[src/rtl/cpu_pkg.sv]
// Shared CPU definitions: ALU opcode encodings and the datapath width.
package cpu_pkg;
    localparam int DATA_W = 8;

    localparam logic [2:0] OP_ADD = 3'b000;
    localparam logic [2:0] OP_SUB = 3'b001;
    localparam logic [2:0] OP_AND = 3'b010;
    localparam logic [2:0] OP_OR  = 3'b011;
    localparam logic [2:0] OP_XOR = 3'b100;
    localparam logic [2:0] OP_MUL = 3'b101;
    localparam logic [2:0] OP_DIV = 3'b110;
    localparam logic [2:0] OP_CMP = 3'b111;
endpackage

[src/rtl/alu.sv]
// Purely combinational 8-operation unsigned ALU with a single carry/flag output.
module alu
    import cpu_pkg::*;
#(
    parameter int WIDTH = DATA_W
) (
    input  logic [WIDTH-1:0] a,
    input  logic [WIDTH-1:0] b,
    input  logic [2:0]       sel,
    output logic [WIDTH-1:0] out,
    output logic             carry
);
    logic [WIDTH:0]     sum;
    logic [2*WIDTH-1:0] prod;
    logic               lt;
    logic               eq;
    logic               gt;

    assign sum  = {1'b0, a} + {1'b0, b};
    assign prod = {{WIDTH{1'b0}}, a} * {{WIDTH{1'b0}}, b};
    assign lt   = (a < b);
    assign eq   = (a == b);
    assign gt   = (a > b);

    always_comb begin
        out   = '0;
        carry = 1'b0;
        case (sel)
            OP_ADD: begin
                out   = sum[WIDTH-1:0];
                carry = sum[WIDTH];
            end
            OP_SUB: begin
                out   = a - b;
                carry = lt;
            end
            OP_AND: out = a & b;
            OP_OR:  out = a | b;
            OP_XOR: out = a ^ b;
            OP_MUL: begin
                out   = prod[WIDTH-1:0];
                carry = |prod[2*WIDTH-1:WIDTH];
            end
            OP_DIV: begin
                // Divide-by-zero saturates the quotient and raises the flag.
                if (b == '0) begin
                    out   = '1;
                    carry = 1'b1;
                end else begin
                    out = a / b;
                end
            end
            OP_CMP: begin
                out   = {{(WIDTH-3){1'b0}}, lt, eq, gt};
                carry = lt;
            end
            default: begin
                out   = '0;
                carry = 1'b0;
            end
        endcase
    end
endmodule

[src/rtl/instruction_memory.sv]
// Execute stage: latches one instruction per cycle, evaluates it in the ALU,
// and captures the result one cycle later for writeback.
module instruction_memory
    import cpu_pkg::*;
#(
    parameter int WIDTH = DATA_W
) (
    input  logic [WIDTH-1:0] a,
    input  logic [WIDTH-1:0] b,
    input  logic [2:0]       opcode,
    output logic [2:0]       alu_sel,
    output logic [WIDTH-1:0] alu_out,
    output logic             carry_out,
    input  logic             clk,
    input  logic             reset,
    output logic [WIDTH-1:0] data_out
);
    logic [WIDTH-1:0] ir_a;
    logic [WIDTH-1:0] ir_b;
    logic [2:0]       ir_op;

    always_ff @(posedge clk or negedge reset) begin
        if (!reset) begin
            ir_a  <= '0;
            ir_b  <= '0;
            ir_op <= OP_ADD;
        end else begin
            ir_a  <= a;
            ir_b  <= b;
            ir_op <= opcode;
        end
    end

    assign alu_sel = ir_op;

    alu #(.WIDTH(WIDTH)) u_alu (
        .a     (ir_a),
        .b     (ir_b),
        .sel   (ir_op),
        .out   (alu_out),
        .carry (carry_out)
    );

    always_ff @(posedge clk or negedge reset) begin
        if (!reset) begin
            data_out <= '0;
        end else begin
            data_out <= alu_out;
        end
    end
endmodule

[config.mk]
export PLATFORM = sky130hd
export DESIGN_NAME = instruction_memory
export DESIGN_NICKNAME = d
export VERILOG_FILES = /design/src/rtl/cpu_pkg.sv /design/src/rtl/alu.sv /design/src/rtl/instruction_memory.sv
export SDC_FILE = /design/constraint.sdc
export NUM_CORES = 1
export LEC_CHECK = 0
export ABC_CLOCK_PERIOD_IN_PS = 19450
export CORE_ASPECT_RATIO = 1.5
export CORE_MARGIN = 5
export CORE_UTILIZATION = 55
export CTS_CLUSTER_DIAMETER = 200
export CTS_CLUSTER_SIZE = 40
export DETAILED_ROUTE_END_ITERATION = 7
export HOLD_SLACK_MARGIN = 0.02
export PLACE_DENSITY_LB_ADDON = 0.25
export RECOVER_POWER = 100
export SLEW_MARGIN = 10
export SYNTH_ARGS = -nofsm -noshare
export SYNTH_HDL_FRONTEND = slang
export SYNTH_HIERARCHICAL = 1
export SYNTH_SLANG_ARGS = --single-unit
[constraint.sdc]
create_clock -name clk -period 19.45 [get_ports clk]
set_input_delay 3.89 -clock clk [delete_from_list [all_inputs] [get_ports clk]]
set_output_delay 3.89 -clock clk [all_outputs]
set_load 0.01 [all_outputs]
==> key figures, run 1 <==
GRT
  • Gr busiest metal: met2
  • Routing usage on met2: 49.86%
  • Number of global-route vias before repair: 5303
  • Largest net degree at the start of global routing: 30
  • First-pass GRT wire length: 26640 µm
  • Met1 usage: 31.17%
  • Gr usage total: 27.32%
  • M3 GR Usage: 2.614%
  • Initial antenna violation count: 0
  • Grt ovf: 0

Yosys
  • Average size of a mapped cell: 8.172 µm²
  • Mapped cell area: 5524 µm²
  • Post-synth EDFFs: 0
  • Syn_nets: 834
  • FFs w/ async S/R, synth: 100.0%
  • Mapped Cells: 676
  • Synth warn: 6
  • Post-synthesis register bit count: 27
  • Post-synthesis sequential area ratio: 12.23%
  • Netlist cell types: 76
  • Top_reg_cell synth: dfrtp_1

Worst setup path
  • R2R setup slack: 6.66 ns
  • Worst Path Class, Setup: reg2out
  • Worst-case reg-to-reg path depth: 46
  • FF-to-FF Start: ir_b[6]
  • Crit path DAT: 13.42 ns
  • CP Max Fanout: 11
  • Worst path max stage delay: 0.81 ns
  • Critical Path End Type: primary output
  • Worst Setup Start Kind: register
  • Setup crit start: ir_b[6]
  • Slowest-stage cell, CP: a41oi_1
  • Critical Path RT: 15.56 ns

Clock tree
  • CTS tree: built
  • Postcts setup bufs: 0
  • CTS Hold Bufs: 0
  • CTS H-tree depth: 1
  • Clock Latency Late Sink: 0.26 ns
  • Inserted Clock Buffers: 3
  • CTS clk-pin slew, worst paths: 0.07 ns
  • Sink Count: 27
  • Clk root buf: clkbuf_16
  • Max Root-Sink Buffers: 2
  • Post-CTS sizing: 0

Drt
  • DR vias: 5177
  • DRT Pass-1 Iters: 6
  • Detailed-route DRC error count: 0
  • Remaining antenna violation count: 0
  • Drt via density: 6.313
  • Total wire length: 16310 µm
  • Routed length per instance: 19.89 µm
  • Starting DRT DRC Count: 415

Floorplanning
  • Num rows: 44
  • Die Area: 12190 µm²
  • Die W: 91.83 µm
  • Top Ports: 41
  • Core area: 9744 µm²
  • Initial Util: 56.69%
  • DIE HEIGHT: 132.7 µm

Timing
  • Setup violators final: 0
  • Slew Limit Fails: 28
  • Min cycle time layout: 17.31 ns
  • Final hold violations: 0
  • RSZ-0062 raised after global routing: false
  • Fmax: 57.78 MHz
  • Setup TNS: 0 ns
  • Worst Tran Pin Value: 1.556 ns
  • Rel. slew slack: -3.739%
  • Clock Skews: 0.001982 ns
  • Final worst-path cycle share: 88.98%

Pwr
  • LEAKAGE: 2.923 nW
  • VDD IR-drop max: 31.13 µV
  • Power Dens Cells: 66.16 nW/µm²

Layout
  • Diode count: 0
  • Layout cells sized above 1: 3.688%
  • Commonest non-fill, non-tap cell in the layout: ha_1
  • Fin nets: 864
  • Area delta synth->final: 9.739%
  • Most frequent cells in the layout: ha_1 (99), nor2_1 (85), inv_1 (83), a21oi_1 (54), nand2_1 (39)
  • Core Util, Final: 62.21%

Min path
  • Worst hold start: alu_sel[0]
  • Hold Path Depth: 4
  • Hold WC Path Type: reg2reg

Outcome
  • Failing checks: capacitance limit, slew limit
  • Status: finished with violations

Placement
  • Final Wtd Congestion: 1.033
  • Number of port buffers: 40
  • Placed wire-length estimate: 13310 µm

Job
  • MaxCap Viol Count: 1
## cells in the mapped netlist (4+ instances only)
cell,count,area (µm²)
fa_1,38,760.7
dfrtp_1,27,675.7
o22ai_1,5,31.28
a221oi_1,4,35.03
nand2_1,39,146.4
a21o_1,8,60.06
nand3_1,4,20.02
and3_1,4,25.02
mux2i_1,5,50.05
nor2_1,85,319.1
nor2b_1,10,62.56
nor4_1,5,31.28
a31oi_1,6,37.54
a21oi_1,54,270.3
nand2b_1,10,62.56
o211ai_1,5,37.54
inv_1,83,311.6
xor2_1,5,43.79
mux2_2,7,78.83
nor3_1,16,80.08
a211oi_1,4,30.03
o21ai_0,31,155.2
o21a_1,16,120.1
xnor2_1,10,87.58
clkbuf_1,16,60.06
ha_1,99,1239
or3_1,5,31.28
## area by class of cell
class / instances / area (µm²)
fillers: 930 / 3682
clock buffers: 4 / 78.83
inverters: 84 / 315.3
multi-input cells: 547 / 4433
flip-flops and latches: 27 / 675.6
repair buffers: 43 / 415.4
well taps: 115 / 143.9
## flip-flops by register name (all words and copies together), names as in the netlist
| name | flops |
|---|---|
| data_out | 8 |
| ir_a | 8 |
| ir_b | 8 |
| alu_sel | 3 |
## kinds of logic after synthesis
group                      synth area share [%]
and+or+nand+nor                           17.80
AOI/OAI and AO/OA                         21.86
adders and majority gates                 36.19
buffers and inverters                     6.931
DFF                                       12.23
xor gates and xnor gates                  2.378
muxes                                     2.605
## critical path, delay by kind of cell, from the launching register on
kind                     cells  cell delay, ns
AO/OA/AOI/OAI               23            5.67
AND/OR/NAND/NOR             13            3.64
adder cells (fa/ha/maj)      7            2.05
multiplexers                 2            0.76
buffers and inverters        2            0.56
flip-flops                   1            0.49
## report_power, final
| part | internal [mW] | total (mW) | switching [mW] |
|---|---|---|---|
| Combinational | 0.123 | 0.286 | 0.163 |
| Clock | 0.0281 | 0.0475 | 0.0194 |
| Sequential | 0.0609 | 0.0676 | 0.00667 |
| Total | 0.212 | 0.401 | 0.189 |
## worst paths after layout
| check | end |
|---|---|
| setup / recovery | alu_out[0] |
| hold / removal | data_out[0] |
| setup reg to reg | data_out[0] |
| hold reg to reg | data_out[0] |
| max in group asynchronous | ir_a[4] |
| min in group asynchronous | data_out[6] |
## routing by layer
layer  vias to the layer above  wire, µm
met2                       244      8512
li1                       2418         -
met1                      2440      5986
met4                         0       877
met3                        75       932
met5                         -         0
## metrics by stage
step / hold slack (ns) / power [mW] / worst slack [ns] / cell area [µm²] / instances
5_1_grt: 1.026 / 0.4435 / 1.125 / 6062 / 820
6_report: 1.011 / 0.4011 / 2.143 / 6062 / 820
2_1_floorplan: 0.8779 / 0.2782 / 5.528 / 5524 / 676
3_5_place_dp: 0.9504 / 0.3570 / 3.543 / 6023 / 816
3_3_place_gp: 0.9588 / 0.3471 / 4.023 / 6023 / 816
4_1_cts: 0.9740 / 0.4060 / 3.223 / 6102 / 820
Note: power is estimated with default switching activity, not from simulation.
==> inputs of run 2 (changes only) <==
CORE_UTILIZATION = 30   (was 55)
==> key figures, run 2 (synthesized netlist as in run 1, its figures left out) <==
Clock tree
  • Clock Latency Late Sink: 0.27 ns (about the same)
  • Sink Count: 27 (unchanged)
  • Postcts setup bufs: 0 (unchanged)
  • Inserted Clock Buffers: 3 (unchanged)
  • CTS clk-pin slew, worst paths: 0.07 ns (about the same)
  • CTS H-tree depth: 1 (unchanged)
  • Max Root-Sink Buffers: 2 (unchanged)
  • CTS tree: built
  • Clk root buf: clkbuf_16
  • CTS Hold Bufs: 0 (unchanged)
  • Post-CTS sizing: 0 (unchanged)

GRT
  • Initial antenna violation count: 0 (unchanged)
  • Gr usage total: 16.57% (-11 points)
  • Largest net degree at the start of global routing: 30 (unchanged)
  • Grt ovf: 0 (unchanged)
  • First-pass GRT wire length: 27790 µm (+4.3%)
  • Number of global-route vias before repair: 5258 (-0.85%)

Layout
  • Most frequent cells in the layout: ha_1 (99), nor2_1 (85), inv_1 (83), a21oi_1 (54), nand2_1 (39)
  • Diode count: 0 (unchanged)
  • Register area: 675.6 µm² (unchanged)
  • Area delta synth->final: 12.48%
  • Filler Cell Count: 1946 (+110%)
  • Largest regs: data_out x8, ir_a x8, ir_b x8
  • Fin nets: 866 (+0.23%)
  • Layout cells sized above 1: 3.960% (+0.27 points)
  • Commonest non-fill, non-tap cell in the layout: ha_1
  • Area occupied by multi-input gates: 4446 µm² (+0.28%)
  • Non-Filler Instances: 924 (+13%)

Floorplanning
  • DIE HEIGHT: 176.2 µm (+33%)
  • Num rows: 60 (+36%)
  • Initial Util: 30.66% (-26 points)
  • Core area: 18020 µm² (+85%)
  • Die W: 120.8 µm (+32%)
  • Top Ports: 41 (unchanged)
  • Die Area: 21280 µm² (+75%)

Timing
  • Clock Skews: 0.002594 ns (+0.0006121 ns)
  • Fmax: 58.41 MHz (+1.1%)
  • RSZ-0062 raised after global routing: false
  • Min cycle time layout: 17.12 ns (-0.1875 ns)
  • Worst Tran Pin Value: 1.627 ns (+0.07103 ns)
  • Setup TNS: 0 ns (unchanged)
  • Final hold violations: 0 (unchanged)
  • Slew Limit Fails: 28 (unchanged)
  • Rel. slew slack: -8.474% (-4.7 points)
  • Setup violators final: 0 (unchanged)
  • Final worst-path cycle share: 88.02% (-0.96 points)
  • Hold slack: 0.9362 ns (-0.07471 ns)

Drt
  • Routed length per instance: 18.89 µm (-5.0%)
  • Total wire length: 17450 µm (+7.0%)
  • Remaining antenna violation count: 0 (unchanged)
  • Starting DRT DRC Count: 264 (-36%)
  • Detailed-route DRC error count: 0 (unchanged)
  • DR vias: 5068 (-2.1%)
  • DRT Pass-1 Iters: 5 (-1)
  • Drt via density: 5.485 (-13%)

Worst setup path
  • Critical Path End Type: primary output
  • Worst Setup Start Kind: register
  • Crit path DAT: 13.23 ns (-0.19 ns)
  • Worst path max stage delay: 0.84 ns (+0.03 ns)
  • Slowest-stage cell, CP: nor4_1
  • CP Max Fanout: 11 (unchanged)
  • Worst Path Class, Setup: reg2out
  • Critical Path RT: 15.56 ns (about the same)

Pwr
  • Power Dens Cells: 64.59 nW/µm² (-2.4%)
  • VDD IR-drop max: 28.61 µV (-8.1%)
  • Total Power: 0.4013 mW (about the same)
  • LEAKAGE: 2.931 nW (+0.26%)

Min path
  • Hold WC Path Type: reg2reg

Placement
  • Placed wire-length estimate: 14180 µm (+6.6%)
  • Placed insts: 920 (+13%)
  • Number of port buffers: 40 (unchanged)
  • Final Wtd Congestion: 0.8855 (-14%)

Outcome
  • Status: finished with violations
  • Failing checks: capacitance limit, slew limit

Job
  • MaxCap Viol Count: 1 (unchanged)
## run 2: critical path: cells and delay by family (launching register included)
kind | cells | cell delay [ns]
and+or+nand+nor | 13 | 3.58
adders and majority gates | 7 | 2.04
AOI/OAI and AO/OA | 23 | 5.42
buffers and inverters | 2 | 0.68
DFF | 1 | 0.46
muxes | 2 | 0.76
## run 2: final timing paths
| check | startpoint | to | slack, ns | cells after the start |
|---|---|---|---|---|
| min in group asynchronous | reset | data_out[7] | 4.56 | 2 |
| max reg2reg | ir_b[6] | data_out[0] | 6.98 | 46 |
| min reg2reg | alu_sel[2] | data_out[0] | 0.94 | 3 |
| min | alu_sel[2] | data_out[0] | 0.94 | 3 |
| max in group asynchronous | reset | ir_b[4] | 13.93 | 2 |
| max | ir_b[6] | alu_out[0] | 2.33 | 47 |
## run 2: area by class of cell
class / instances / area share (%)
clock buffers: 4 / 1.269
inverters: 84 / 5.074
multi-input cells: 547 / 71.55
flip-flops and latches: 27 / 10.87
well taps: 217 / 4.370
repair buffers: 45 / 6.867
## run 2: routing by layer
metal  wire length, µm  vias to the layer above  global-route usage, %
li1                  -                     2429                      -
met1              6611                     2463                  17.93
met2              9550                      133                  32.05
met3               432                       43                 0.6731
met4               855                        0                  8.696
met5                 0                        -                      0
## run 2: per-stage QoR
stage	cell area, µm²	utilization [%]	setup slack (ns)
2_1_floorplan	5524	-	5.528
3_3_place_gp	6166	34.22	3.817
3_5_place_dp	6166	34.22	3.578
4_1_cts	6245	34.66	3.241
5_1_grt	6213	34.49	1.093
6_report	6213	34.49	2.331
## run 2: report_power, final
part / total [mW] / leakage (nW) / internal (mW) / switching [mW]
registers: 0.0672 / 0.317 / 0.0609 / 0.00626
logic: 0.285 / 2.58 / 0.123 / 0.162
clock network: 0.0488 / 0.0382 / 0.0282 / 0.0206
==> inputs of run 3 (changes only) <==
ABC_CLOCK_PERIOD_IN_PS = default   (was 19450)
SYNTH_HIERARCHICAL = default   (was 1)
==> key figures, run 3 <==
Min path
  • Min-Delay Endpoint: data_out[1]
  • Worst hold start: ir_a[0]
  • Hold Path Depth: 4 (+1)
  • Hold WC Path Type: reg2reg

Drt
  • Detailed-route DRC error count: 0 (unchanged)
  • Total wire length: 17070 µm (-2.2%)
  • Routed length per instance: 18.58 µm (-1.6%)
  • DR vias: 4962 (-2.1%)
  • DRT Pass-1 Iters: 4 (-1)
  • Remaining antenna violation count: 0 (unchanged)
  • Starting DRT DRC Count: 329 (+25%)
  • Drt via density: 5.399 (-1.6%)

Timing
  • Clock Skews: 0.006217 ns (+0.003623 ns)
  • Fmax: 59.71 MHz (+2.2%)
  • Rel. slew slack: -11.12% (-2.6 points)
  • RSZ-0062 raised after global routing: false
  • Final hold violations: 0 (unchanged)
  • Slew Limit Fails: 28 (unchanged)
  • Min cycle time layout: 16.75 ns (-0.3711 ns)
  • Hold slack: 0.9735 ns (+0.03731 ns)
  • Setup violators final: 0 (unchanged)
  • Final worst-path cycle share: 86.11% (-1.9 points)
  • Setup TNS: 0 ns (unchanged)
  • Worst Tran Pin Value: 1.667 ns (+0.03975 ns)

Placement
  • Number of port buffers: 40 (unchanged)
  • Final Wtd Congestion: 0.9447 (+6.7%)
  • Placed wire-length estimate: 13750 µm (-3.1%)

Yosys
  • Post-synthesis adder-cell area fraction: 36.78% (+0.58 points)
  • Simple-Gate Fraction of Synth Area: 17.19% (-0.61 points)
  • Syn_nets: 832 (-0.24%)
  • Commonest cells post-synth: ha_1 (99), nor2_1 (90), inv_1 (76)
  • Synth area leader: ha_1
  • Average size of a mapped cell: 8.066 µm² (-1.3%)
  • Netlist cell types: 63 (-17%)
  • Largest family of logic cells by synthesized area: adder cells
  • Post-synthesis sequential area ratio: 12.43% (+0.20 points)
  • Share of the synthesized area in the top cell type: 22.78% (+0.36 points)
  • Compound-gate portion of the synthesized area: 20.81% (-1.1 points)
  • Synth warn: 0 (-6)
  • Top_reg_cell synth: dfrtp_1
  • Post-Synth XOR/XNOR Area: 2.900% (+0.52 points)
  • FFs w/ async S/R, synth: 100.0% (unchanged)
  • Mapped cell area: 5436 µm² (-1.6%)
  • Post-synthesis register bit count: 27 (unchanged)
  • Post-synth EDFFs: 0 (unchanged)
  • Area contributors post-synth: ha_1 (23%), fa_1 (14%), dfrtp_1 (12%)
  • Most frequent cell after synthesis: ha_1
  • Mux cell area share after synthesis: 2.854% (+0.25 points)
  • Mapped Cells: 674 (-0.30%)

GRT
  • First-pass GRT wire length: 26790 µm (-3.6%)
  • Initial antenna violation count: 0 (unchanged)
  • Grt ovf: 0 (unchanged)
  • Number of global-route vias before repair: 5107 (-2.9%)
  • Largest net degree at the start of global routing: 29 (-3.3%)
  • Gr usage total: 16.20% (-0.37 points)

Layout
  • Fin nets: 861 (-0.58%)
  • Most frequent cells in the layout: ha_1 (99), nor2_1 (90), inv_1 (76), nand2_1 (43), a21oi_1 (43)
  • Register area: 675.6 µm² (unchanged)
  • Area occupied by multi-input gates: 4368 µm² (-1.7%)
  • Largest regs: data_out x8, ir_a x8, ir_b x8
  • Area delta synth->final: 12.61%
  • Diode count: 0 (unchanged)
  • Filler Cell Count: 1909 (-1.9%)
  • Commonest non-fill, non-tap cell in the layout: ha_1
  • Layout cells sized above 1: 3.561% (-0.40 points)

Clock tree
  • Clock Latency Late Sink: 0.28 ns (about the same)
  • CTS clk-pin slew, worst paths: 0.08 ns (about the same)
  • Inserted Clock Buffers: 3 (unchanged)
  • Sink Count: 27 (unchanged)
  • Post-CTS sizing: 0 (unchanged)
  • Max Root-Sink Buffers: 2 (unchanged)
  • CTS Hold Bufs: 0 (unchanged)
  • CTS tree: built
  • CTS H-tree depth: 1 (unchanged)
  • Postcts setup bufs: 0 (unchanged)
  • Clk root buf: clkbuf_16

Floorplanning
  • Initial Util: 30.43% (-0.23 points)
  • Top Ports: 41 (unchanged)
  • Core area: 17870 µm² (-0.83%)
  • Die W: 119.9 µm (-0.73%)
  • Die Area: 20970 µm² (-1.5%)
  • DIE HEIGHT: 174.9 µm (-0.75%)
  • Num rows: 60 (unchanged)

Worst setup path
  • Worst path max stage delay: 0.88 ns (+0.04 ns)
  • FF-to-FF Start: ir_b[6]
  • Slowest-stage cell, CP: nor4_1
  • Worst Path Buf+Inv: 2 (unchanged)
  • Reg2Reg Capture Point: data_out[0]
  • Worst path depth: 46 (-2.1%)
  • R2R setup slack: 7.36 ns (+0.38 ns)
  • CP Max Fanout: 13 (+2)
  • Worst-case reg-to-reg path depth: 45 (-2.2%)
  • Crit path DAT: 12.86 ns (-0.37 ns)
  • Critical Path RT: 15.56 ns (about the same)
  • Worst Path Class, Setup: reg2out
  • Worst Setup Start Kind: register
  • Top delay family on crit path: compound AO/OA/AOI/OAI gates
  • Critical Path End Type: primary output

Pwr
  • VDD IR-drop max: 32.52 µV (+14%)
  • LEAKAGE: 2.862 nW (-2.4%)
  • Clock power frac: 13.2% (+1.0 points)
  • Sequential power share: 17.8% (+1.1 points)
  • Power Dens Cells: 63.10 nW/µm² (-2.3%)
  • Sw Pwr: 0.1833 mW (-3.2%)
  • Comb pwr share: 69.0% (-2.1 points)
  • Sw frac: 47.46% (+0.28 points)
  • Int Power: 0.2029 mW (-4.3%)

Outcome
  • Status: finished with violations
  • Failing checks: capacitance limit, slew limit

Job
  • MaxCap Viol Count: 1 (unchanged)
run 3: cell types whose count changed after synthesis, moves of 5 or more:
cell	before	now
o21ai_0	31	40
inv_1	83	76
clkinv_1	1	7
nor2_1	85	90
nand2b_1	10	4
nor3_1	16	23
o21a_1	16	11
a21oi_1	54	43
run 3: worst max path at each step:
| stage | from | to | slack [ns] |
|---|---|---|---|
| final | ir_b[6] | alu_out[0] | 2.70 |
| after global placement | ir_b[6] | alu_out[0] | 4.29 |
| after global routing | ir_b[6] | alu_out[0] | 1.43 |
| after CTS | ir_b[6] | alu_out[0] | 3.72 |
| after floorplan | ir_b[6] | alu_out[0] | 5.77 |
| after detailed placement | ir_b[6] | alu_out[0] | 4.07 |
run 3: area by class of cell:
| cell class | instances | area share, % |
|---|---|---|
| clock buffer | 3 | 1.226 |
| tap | 217 | 4.435 |
| clock inverter | 1 | 0.08175 |
| timing repair buffer | 43 | 6.785 |
| inverter | 83 | 5.089 |
| sequential | 27 | 11.04 |
| multi-input combinational | 545 | 71.35 |
run 3: through the flow:
| stage | util [%] | std cells | power, mW | instance area, µm² | setup slack, ns |
|---|---|---|---|---|---|
| after floorplan | - | 674 | 0.2651 | 5436 | 5.770 |
| after CTS | 34.36 | 919 | 0.3966 | 6140 | 3.724 |
| final | 34.26 | 919 | 0.3863 | 6122 | 2.702 |
| after global routing | 34.26 | 919 | 0.4268 | 6122 | 1.431 |
| after global placement | 33.91 | 915 | 0.3413 | 6060 | 4.293 |
| after detailed placement | 33.91 | 915 | 0.3425 | 6060 | 4.072 |
run 3: kinds of logic (layout without fill, tap and decap cells):
group | Yosys count | in the layout
fa+ha+maj | 137 | 137
simple gates | 204 | 204
mux | 14 | 14
xor+xnor | 18 | 18
flops | 27 | 27
buf+inv | 102 | 130
compound gates | 172 | 172
run 3: power by group through the flow:
stage / Sequential, mW / Combinational (mW) / Clock, mW
after global routing: 0.0694 / 0.303 / 0.0548
after floorplan: 0.0673 / 0.198 / 0
after global placement: 0.0700 / 0.271 / 0
after CTS: 0.0688 / 0.274 / 0.0533
final: 0.0686 / 0.267 / 0.0510
after detailed placement: 0.0700 / 0.273 / 0
run 3: worst reg2reg max path: cells and delay by family (launching register included):
| family | cells | cell delay (ns) |
|---|---|---|
| compound gates | 26 | 5.08 |
| simple gates | 7 | 2.53 |
| fa+ha+maj | 7 | 2.06 |
| mux | 4 | 1.35 |
| buf+inv | 1 | 0.51 |
| flops | 1 | 0.45 |
run 3: metal layers:
metal	vias up	routed length [µm]	GRT usage (%)	part of all wire [%]
met5	-	0	0	0
met4	0	698	7.310	4.1
met3	37	488	0.9391	2.9
met2	124	9394	31.62	55
met1	2383	6491	17.55	38
li1	2418	-	-	-
